==> config.mk <==
export PLATFORM = sky130hd
export DESIGN_NAME = gpio_irq_regs_flat
export DESIGN_NICKNAME = d
export VERILOG_FILES = /design/src/rtl/gpio_irq_regs_if.sv /design/src/rtl/gpio_irq_regs.sv /design/src/flat_wrapper.sv
export SDC_FILE = /design/constraint.sdc
export NUM_CORES = 1
export LEC_CHECK = 0
export CAP_MARGIN = 20
export CORE_UTILIZATION = 50
export DETAILED_ROUTE_END_ITERATION = 6
export PLACE_DENSITY = 0.8
export SLEW_MARGIN = 5
export SYNTH_ARGS = -nofsm -noshare
export SYNTH_HDL_FRONTEND = slang
export SYNTH_SLANG_ARGS = --single-unit
==> constraint.sdc <==
create_clock -name clk -period 5.8 [get_ports clk]
set_clock_uncertainty 0.1 [all_clocks]
set_input_delay 1.74 -clock clk [delete_from_list [all_inputs] [get_ports clk]]
set_output_delay 1.74 -clock clk [all_outputs]
set_load 0.02 [all_outputs]
==> src/rtl/gpio_irq_regs_if.sv <==
// Local CSR bus between the CPU decoder (master) and a register block (slave).
// Separate write and read channels; writes always accepted, reads return one cycle later.
interface gpio_irq_regs_if;
    logic [31:0] waddr;
    logic [31:0] wdata;
    logic        wen;
    logic [3:0]  wstrb;
    logic        wready;
    logic [31:0] raddr;
    logic        ren;
    logic [31:0] rdata;
    logic        rvalid;

    modport master (
        output waddr, wdata, wen, wstrb, raddr, ren,
        input  wready, rdata, rvalid
    );

    modport slave (
        input  waddr, wdata, wen, wstrb, raddr, ren,
        output wready, rdata, rvalid
    );
endinterface

==> src/rtl/gpio_irq_regs.sv <==
// GPIO register block: per-pin direction, atomic set/clear outputs, synchronised
// inputs and maskable edge/level interrupts behind the local CSR bus.

module gpio_pin_irq (
    input  logic s,
    input  logic p,
    input  logic dir,
    input  logic irq_type,
    input  logic pol,
    input  logic primed,
    output logic det
);
    logic edge_hit;
    logic level_hit;

    assign edge_hit  = pol ? (s & ~p) : (~s & p);
    assign level_hit = pol ? s : ~s;
    assign det       = primed & ~dir & (irq_type ? edge_hit : level_hit);
endmodule

module gpio_irq_regs #(
    parameter int N_PINS      = 16,
    parameter int SYNC_STAGES = 2
) (
    input  logic              clk,
    input  logic              rst,
    input  logic [N_PINS-1:0] gpio_in,
    output logic [N_PINS-1:0] gpio_out,
    output logic [N_PINS-1:0] gpio_oe,
    output logic              irq,
    gpio_irq_regs_if.slave    bus
);
    localparam logic [31:0] A_DATA_OUT = 32'h00;
    localparam logic [31:0] A_DATA_IN  = 32'h04;
    localparam logic [31:0] A_DIR      = 32'h08;
    localparam logic [31:0] A_OUT_SET  = 32'h0C;
    localparam logic [31:0] A_OUT_CLR  = 32'h10;
    localparam logic [31:0] A_IRQ_EN   = 32'h14;
    localparam logic [31:0] A_IRQ_TYPE = 32'h18;
    localparam logic [31:0] A_IRQ_POL  = 32'h1C;
    localparam logic [31:0] A_IRQ_STAT = 32'h20;
    localparam logic [2:0]  PRIME_MAX  = 3'(SYNC_STAGES + 1);

    logic [N_PINS-1:0] data_out, dir, irq_en, irq_type, irq_pol, irq_status;
    logic [SYNC_STAGES-1:0][N_PINS-1:0] sync_q;
    logic [N_PINS-1:0] s, p, det, wm, wd, w1c;
    logic [2:0]        prime_cnt;
    logic              primed;
    logic [31:0]       rd_mux;
    logic              unused_wdata;

    assign s            = sync_q[SYNC_STAGES-1];
    assign primed       = (prime_cnt == PRIME_MAX);
    assign wd           = bus.wdata[N_PINS-1:0];
    assign unused_wdata = ^bus.wdata;
    assign bus.wready   = 1'b1;

    // Byte-lane strobes expanded to a per-pin write mask.
    always_comb begin
        wm = '0;
        for (int i = 0; i < N_PINS; i++) wm[i] = bus.wstrb[i/8];
    end

    assign w1c = (bus.wen && bus.waddr == A_IRQ_STAT) ? (wd & wm) : '0;

    always_ff @(posedge clk) begin
        if (rst) begin
            sync_q    <= '0;
            p         <= '0;
            prime_cnt <= '0;
        end else begin
            sync_q[0] <= gpio_in;
            for (int i = 1; i < SYNC_STAGES; i++) sync_q[i] <= sync_q[i-1];
            p <= s;
            if (!primed) prime_cnt <= prime_cnt + 3'd1;
        end
    end

    for (genvar g = 0; g < N_PINS; g++) begin : g_pin
        gpio_pin_irq u_pin (
            .s        (s[g]),
            .p        (p[g]),
            .dir      (dir[g]),
            .irq_type (irq_type[g]),
            .pol      (irq_pol[g]),
            .primed   (primed),
            .det      (det[g])
        );
    end

    always_ff @(posedge clk) begin
        if (rst) begin
            data_out   <= '0;
            dir        <= '0;
            irq_en     <= '0;
            irq_type   <= '0;
            irq_pol    <= '0;
            irq_status <= '0;
        end else begin
            if (bus.wen) begin
                case (bus.waddr)
                    A_DATA_OUT: data_out <= (data_out & ~wm) | (wd & wm);
                    A_OUT_SET:  data_out <= data_out | (wd & wm);
                    A_OUT_CLR:  data_out <= data_out & ~(wd & wm);
                    A_DIR:      dir      <= (dir & ~wm) | (wd & wm);
                    A_IRQ_EN:   irq_en   <= (irq_en & ~wm) | (wd & wm);
                    A_IRQ_TYPE: irq_type <= (irq_type & ~wm) | (wd & wm);
                    A_IRQ_POL:  irq_pol  <= (irq_pol & ~wm) | (wd & wm);
                    default: ;
                endcase
            end
            // OR-ing det after the clear makes a same-cycle hardware set win.
            irq_status <= (irq_status & ~w1c) | det;
        end
    end

    always_comb begin
        rd_mux = '0;
        case (bus.raddr)
            A_DATA_OUT: rd_mux = 32'(data_out);
            A_DATA_IN:  rd_mux = 32'(s);
            A_DIR:      rd_mux = 32'(dir);
            A_IRQ_EN:   rd_mux = 32'(irq_en);
            A_IRQ_TYPE: rd_mux = 32'(irq_type);
            A_IRQ_POL:  rd_mux = 32'(irq_pol);
            A_IRQ_STAT: rd_mux = 32'(irq_status);
            default:    rd_mux = '0;
        endcase
    end

    always_ff @(posedge clk) begin
        if (rst) begin
            bus.rvalid <= 1'b0;
            bus.rdata  <= '0;
        end else begin
            bus.rvalid <= bus.ren;
            bus.rdata  <= bus.ren ? rd_mux : '0;
        end
    end

    assign gpio_out = data_out;
    assign gpio_oe  = dir;
    assign irq      = |(irq_status & irq_en);
endmodule
==> src/flat_wrapper.sv <==
// flat-port wrapper written by rule: the top's interface ports become plain ports
module gpio_irq_regs_flat 
#(
    parameter int N_PINS      = 16,
    parameter int SYNC_STAGES = 2
)
  (clk, rst, gpio_in, gpio_out, gpio_oe, irq, bus_waddr, bus_wdata, bus_wen, bus_wstrb, bus_raddr, bus_ren, bus_wready, bus_rdata, bus_rvalid);
  gpio_irq_regs_if bus_i ();
  input  logic clk;
  input  logic rst;
  input  logic [N_PINS-1:0] gpio_in;
  output logic [N_PINS-1:0] gpio_out;
  output logic [N_PINS-1:0] gpio_oe;
  output logic irq;
  input wire logic [$bits(bus_i.waddr)-1:0] bus_waddr;
  input wire logic [$bits(bus_i.wdata)-1:0] bus_wdata;
  input wire logic [$bits(bus_i.wen)-1:0] bus_wen;
  input wire logic [$bits(bus_i.wstrb)-1:0] bus_wstrb;
  input wire logic [$bits(bus_i.raddr)-1:0] bus_raddr;
  input wire logic [$bits(bus_i.ren)-1:0] bus_ren;
  output wire logic [$bits(bus_i.wready)-1:0] bus_wready;
  output wire logic [$bits(bus_i.rdata)-1:0] bus_rdata;
  output wire logic [$bits(bus_i.rvalid)-1:0] bus_rvalid;
  assign bus_i.waddr = bus_waddr;
  assign bus_i.wdata = bus_wdata;
  assign bus_i.wen = bus_wen;
  assign bus_i.wstrb = bus_wstrb;
  assign bus_i.raddr = bus_raddr;
  assign bus_i.ren = bus_ren;
  assign bus_wready = bus_i.wready;
  assign bus_rdata = bus_i.rdata;
  assign bus_rvalid = bus_i.rvalid;
  gpio_irq_regs #(.N_PINS(N_PINS), .SYNC_STAGES(SYNC_STAGES)) u_core (.clk(clk), .rst(rst), .gpio_in(gpio_in), .gpio_out(gpio_out), .gpio_oe(gpio_oe), .irq(irq), .bus(bus_i));
endmodule
==> flow_summary.ini, run 1 <==
[cells_and_area]
num_antenna_cells = 0
finalNetCount = 1061
fin_area_um2 = 9731
fill_cells = 1197
synthToLayoutAreaGrowth_pct = 26.64
drive_above_1_share_pct = 6.618

[grt]
grt_max_degree = 107
antenna_found_initial = 0
grt_first_pass_wirelength_um = 32510
grt_usage_pct = 26.70
grt_pass1_vias = 5985
gr-total-overflow = 0

[sta]
timing.hold.ws_ns = 0.3337
fin_crit_sh_pct = 73.25
rsz0062_at_grt = false
period_minus_slack_ns = 4.248
max_freq_mhz = 235.4
fin_setup_tns_ns = 0
max-slew-margin-rel_pct = 26.01
tightest_slew_ns = 1.110
final_max_slew_viol_count = 0
setup_viol = 0
hold_viol_final = 0

[logic_synthesis]
synth_mux_area_share_pct = 12.64
syn_inst = 824
yosysUniqueCellTypes = 47
synth_adder_area_share_pct = 0.3257
yosys_most_used_dff = dfxtp_1
synth_xor_area_share_pct = 2.280
synth_simple_gate_area_share_pct = 23.69
synth_top_area_cell = dfxtp_1
synth.avg_cell_area_um2 = 9.325
synth_warnings = 0
synth_top_family_by_area = simple AND/OR/NAND/NOR gates
synth-compound-area-share_pct = 12.28
yosysTopAreaCellShare_pct = 42.73
synthArstFlopShare_pct = 0
yosysSeqAreaShare_pct = 42.73
syn_area_um2 = 7684
synth_area_leaders = dfxtp_1 43%, mux2i_1 13%, nor2b_1 6.0%, nand2_1 3.9%, nor2_1 3.6%
synth_edf_count = 0
ys_seq_elements = 164

[cts]
clk_path_buf_depth = 2
root_buffer = clkbuf_16
cts_buffers = 17
clock_latency_ns = 0.43
postCtsSetupBuffers = 0
holdBufCountCts = 0
cts_resized = 0
cts_htree_levels = 4
cts_tree = built
clkTransAtPathRegs_ns = 0.06
cts_sinks = 164

[die]
rows = 44
die_w_um = 126.0
start_util_pct = 52.08
fp.dieH_um = 126.0
core_um2 = 14750
dieArea_um2 = 15870
ios = 187

[worst_setup_path]
path_cells = clkdlybuf4s50_1 -> nor4_1 -> nand3_2 -> nor3_4 -> mux2i_1 -> nor2_1
critical_path_arrival_ns = 4.42
cp_slowest_cell = nor3_4
max_stage_delay_ns = 0.82
cp_max_fo = 22
worstPathRequired_ns = 5.97
critPathLaunchType = input pin
path_class = in -> reg
endpoint_kind = flop

[power_and_ir_drop]
cellLeakagePower_nw = 3.591
p_per_area_nw_per_um2 = 265.5
ir_drop_mv = 0.2744

[detailed_routing]
wl_met2_um = 9408
topRoutingLayerUsed = met4
drc = 0
vias = 6575
wl_per_cell_um = 18.64
drtPass1Iterations = 5
viasPerCell = 5.788
drt-met1-wl_um = 9146
wl_met3_um = 1752
ant_nets = 0
drt_iter0_markers = 684
drt-total-wl_um = 21180

[placed_design]
placement.io_buffers = 151
dpl_cell_area_um2 = 9107
hpwl_um = 14310
place_congestion = 0.8513

[hold_path]
hp-class = reg -> reg

[flow_run]
cap_violations = 0

[outcome]
outcome = finished, final reports clean
==> area by class of cell <==
class | instances | area, um2 | share of cell area [%]
clock buffers | 19 | 452.9 | 4.655
clock inverters | 13 | 170.2 | 1.749
inverters | 1 | 3.754 | 0.03858
multi-input cells | 593 | 3999 | 41.10
flip-flops and latches | 164 | 3283 | 33.74
well taps | 184 | 230.2 | 2.366
repair buffers | 162 | 1592 | 16.36
==> metrics by stage <==
| step | power, mW | utilization (%) | setup slack [ns] | std cells |
|---|---|---|---|---|
| after floorplan | 1.316 | - | 2.410 | 839 |
| after global placement | 1.422 | 61.73 | 1.192 | 1104 |
| after detailed placement | 1.430 | 61.73 | 1.164 | 1104 |
| after CTS | 2.595 | 65.95 | 1.534 | 1136 |
| after global routing | 2.670 | 65.95 | 1.432 | 1136 |
| final | 2.583 | 65.95 | 1.552 | 1136 |
==> cell families (layout without fill, tap and decap cells) <==
logic type / count (synthesis) / count (layout)
simple gates: 323 / 323
buf+inv: 82 / 195
xor+xnor: 20 / 20
other cells: 2 / 17
compound gates: 134 / 134
fa+ha+maj: 2 / 2
mux: 97 / 97
flops: 164 / 164
==> final timing paths <==
check        slack [ns]  cells after the start                start                   end
min                0.33                      1     u_core.sync_q[7]           u_core.s[7]
max                1.55                      6        bus_waddr[29]                  flop
max reg2reg        3.75                      4  u_core.prime_cnt[0]  u_core.irq_status[6]
min reg2reg        0.33                      1     u_core.sync_q[7]           u_core.s[7]
==> layer usage <==
layer  GRT usage (%)  vias to the layer above
met5               0                        -
met4           13.18                        0
met3           5.098                       77
met2           42.25                      362
met1           34.94                     3030
li1                -                     3106
==> cells in the mapped netlist, drive strengths merged (3+ instances only) <==
library cell  instances
dfxtp               164
mux2i                97
nand2                80
nor2b                74
nor2                 73
buf                  44
clkbuf               37
o21ai                35
xnor2                19
and2                 18
a21oi                17
a22oi                17
nand3                17
a211oi               16
a221o                16
o41ai                16
nor4                 15
nand4b               10
nand3b                8
o31ai                 7
and3                  6
nor3                  6
a221oi                4
a22o                  4
nand4                 4
and4                  3
==> cells in the final DEF (no fill, tap or decap), drive strengths merged, types with 7 or more instances in the layout <==
cell type,instances
a211oi,16
a21oi,17
a221o,16
a22oi,17
and2,18
buf,12
clkbuf,19
clkdlybuf4s50,150
conb,17
dfxtp,164
mux2i,97
nand2,80
nand3,17
nand3b,8
nand4b,10
nor2,73
nor2b,74
nor4,15
o21ai,35
o31ai,7
o41ai,16
xnor2,19
==> worst max-delay path: cells and delay by family <==
family                 cells  cell delay (ns)
buffers and inverters      1             0.43
muxes                      1             0.29
and+or+nand+nor            4             1.94
==> power by group <==
part	internal (mW)	leakage (nW)	total, mW	switching, mW
clock network	0.707	0.303	1.17	0.467
registers	1.16	1.33	1.18	0.0237
logic	0.112	1.96	0.229	0.117
Note: power is estimated with default switching activity, not from simulation.
==> run 2: changes to the inputs <==
==> constraint.sdc (replaced) <==
create_clock -name clk -period 4.1 [get_ports clk]
set_clock_uncertainty 0.1 [all_clocks]
set_input_delay 1.23 -clock clk [delete_from_list [all_inputs] [get_ports clk]]
set_output_delay 1.23 -clock clk [all_outputs]
set_load 0.02 [all_outputs]
==> flow_summary.ini, run 2 (same netlist as run 1, synthesis figures left out) <==
[sta]
final_max_slew_viol_count = 0
period_minus_slack_ns = 3.552
setup_slack_ns = 0.5475
fin_crit_sh_pct = 86.65
fin_setup_tns_ns = 0
hold_viol_final = 0
rsz0062_at_grt = false
max-slew-margin-rel_pct = 32.04
max_freq_mhz = 281.5
setup_viol = 0
tightest_slew_ns = 1.019

[cts]
clock_latency_ns = 0.43
postCtsSetupBuffers = 0
cts_tree = built
holdBufCountCts = 0
cts_sinks = 164
cts_resized = 0
cts_buffers = 17
clk_path_buf_depth = 2
root_buffer = clkbuf_16
clkTransAtPathRegs_ns = 0.06
cts_htree_levels = 4

[worst_setup_path]
path_buf_inv = 1
max_stage_delay_ns = 0.59
ff2ff_setup_slack_ns = 2.15
cp_max_fo = 3
cp_slowest_cell = clkdlybuf4s50_1
timing.rr.end = u_core.irq_status[6]
cp-startpoint = u_core.irq_status[14]
cp_top_family = compound AO/OA/AOI/OAI gates
worst-path-stages = 4
path_cells = a22o_1 -> a221oi_1 -> nand4_1 -> clkdlybuf4s50_1
r2r_cells = 4
worstPathRequired_ns = 2.77
crit_end = irq
critPathLaunchType = flop
regToRegStartpoint = u_core.prime_cnt[0]
path_class = reg -> out
critical_path_arrival_ns = 2.22
endpoint_kind = primary output

[detailed_routing]
drtPass1Iterations = 7
drt_iter0_markers = 709
vias = 6550
wl_per_cell_um = 18.19
drc = 23
viasPerCell = 5.706
drt-total-wl_um = 20880
ant_nets = 0

[power_and_ir_drop]
cellLeakagePower_nw = 3.615
power_mw = 3.499
p_per_area_nw_per_um2 = 358.7
ir_drop_mv = 0.2925

[die]
fp.dieH_um = 126.0
die_w_um = 126.0
rows = 44
dieArea_um2 = 15870
core_um2 = 14750
start_util_pct = 52.08
ios = 187

[cells_and_area]
num_antenna_cells = 0
final_cells = 1148
layout_commonest_cell = dfxtp_1
final_util_pct = 66.12
finalNetCount = 1073
synthToLayoutAreaGrowth_pct = 26.97
final_cell_mix = 164 x dfxtp_1, 150 x clkdlybuf4s50_1, 97 x mux2i_1
drive_above_1_share_pct = 7.573

[placed_design]
place_congestion = 0.8546
placement.io_buffers = 151
place_inst = 1116
hpwl_um = 14280
post-place-ws_ns = 0.4768

[grt]
grt_first_pass_wirelength_um = 32210
grt_max_degree = 101
grt_usage_pct = 26.25
grt_pass1_vias = 5952
gr-total-overflow = 0
antenna_found_initial = 0

[flow_run]
cap_violations = 0

[outcome]
outcome = complete, but fails checks
violations = design-rule violations

[hold_path]
hp-class = reg -> reg
whs_path_depth = 1
## run 2: cell types whose count changed in the layout (fill, tap and decap cells not counted)
cell	before	now
buf_4	12	24
bufinv_16	3	1
clkbuf_1	0	2
clkbuf_8	2	0
clkinv_4	1	4
inv_8	1	0
## run 2: final cells by class
class	instances	area, um2
fillers	1192	4999
inverters	1	3.754
well taps	184	230.2
flip-flops and latches	164	3283
repair buffers	174	1682
clock inverters	13	125.1
clock buffers	19	432.9
multi-input cells	593	3999
## run 2: worst min-delay path by stage
stage / from / slack, ns / endpoint
final: u_core.sync_q[5] / 0.33 / u_core.s[5]
after global routing: u_core.sync_q[3] / 0.36 / u_core.s[3]
after CTS: u_core.sync_q[5] / 0.34 / u_core.s[5]
after detailed placement: u_core.sync_q[5] / 0.32 / u_core.s[5]
after global placement: u_core.sync_q[8] / 0.32 / u_core.s[8]
after floorplan: u_core.sync_q[0] / 0.31 / u_core.s[0]
## run 2: per-layer routing
metal,global-route usage [%],part of all wire [%],vias to the layer above
met5,0,0,-
met4,11.20,2.4,0
met3,6.457,8.7,44
met2,41.21,46,346
met1,34.38,43,3022
li1,-,-,3138
## run 2: power by group
part / internal [mW] / total, mW / switching, mW
sequential: 1.64 / 1.67 / 0.0325
clock: 0.844 / 1.51 / 0.665
combinational: 0.159 / 0.321 / 0.162
total: 2.64 / 3.50 / 0.859
## run 2: per-stage QoR
step | hold WS [ns] | area (um2)
global route | 0.3580 | 9756
finish | 0.3340 | 9756
CTS | 0.3402 | 9756
detailed placement | 0.3248 | 9198
global placement | 0.3176 | 9198
floorplan | 0.3138 | 7740
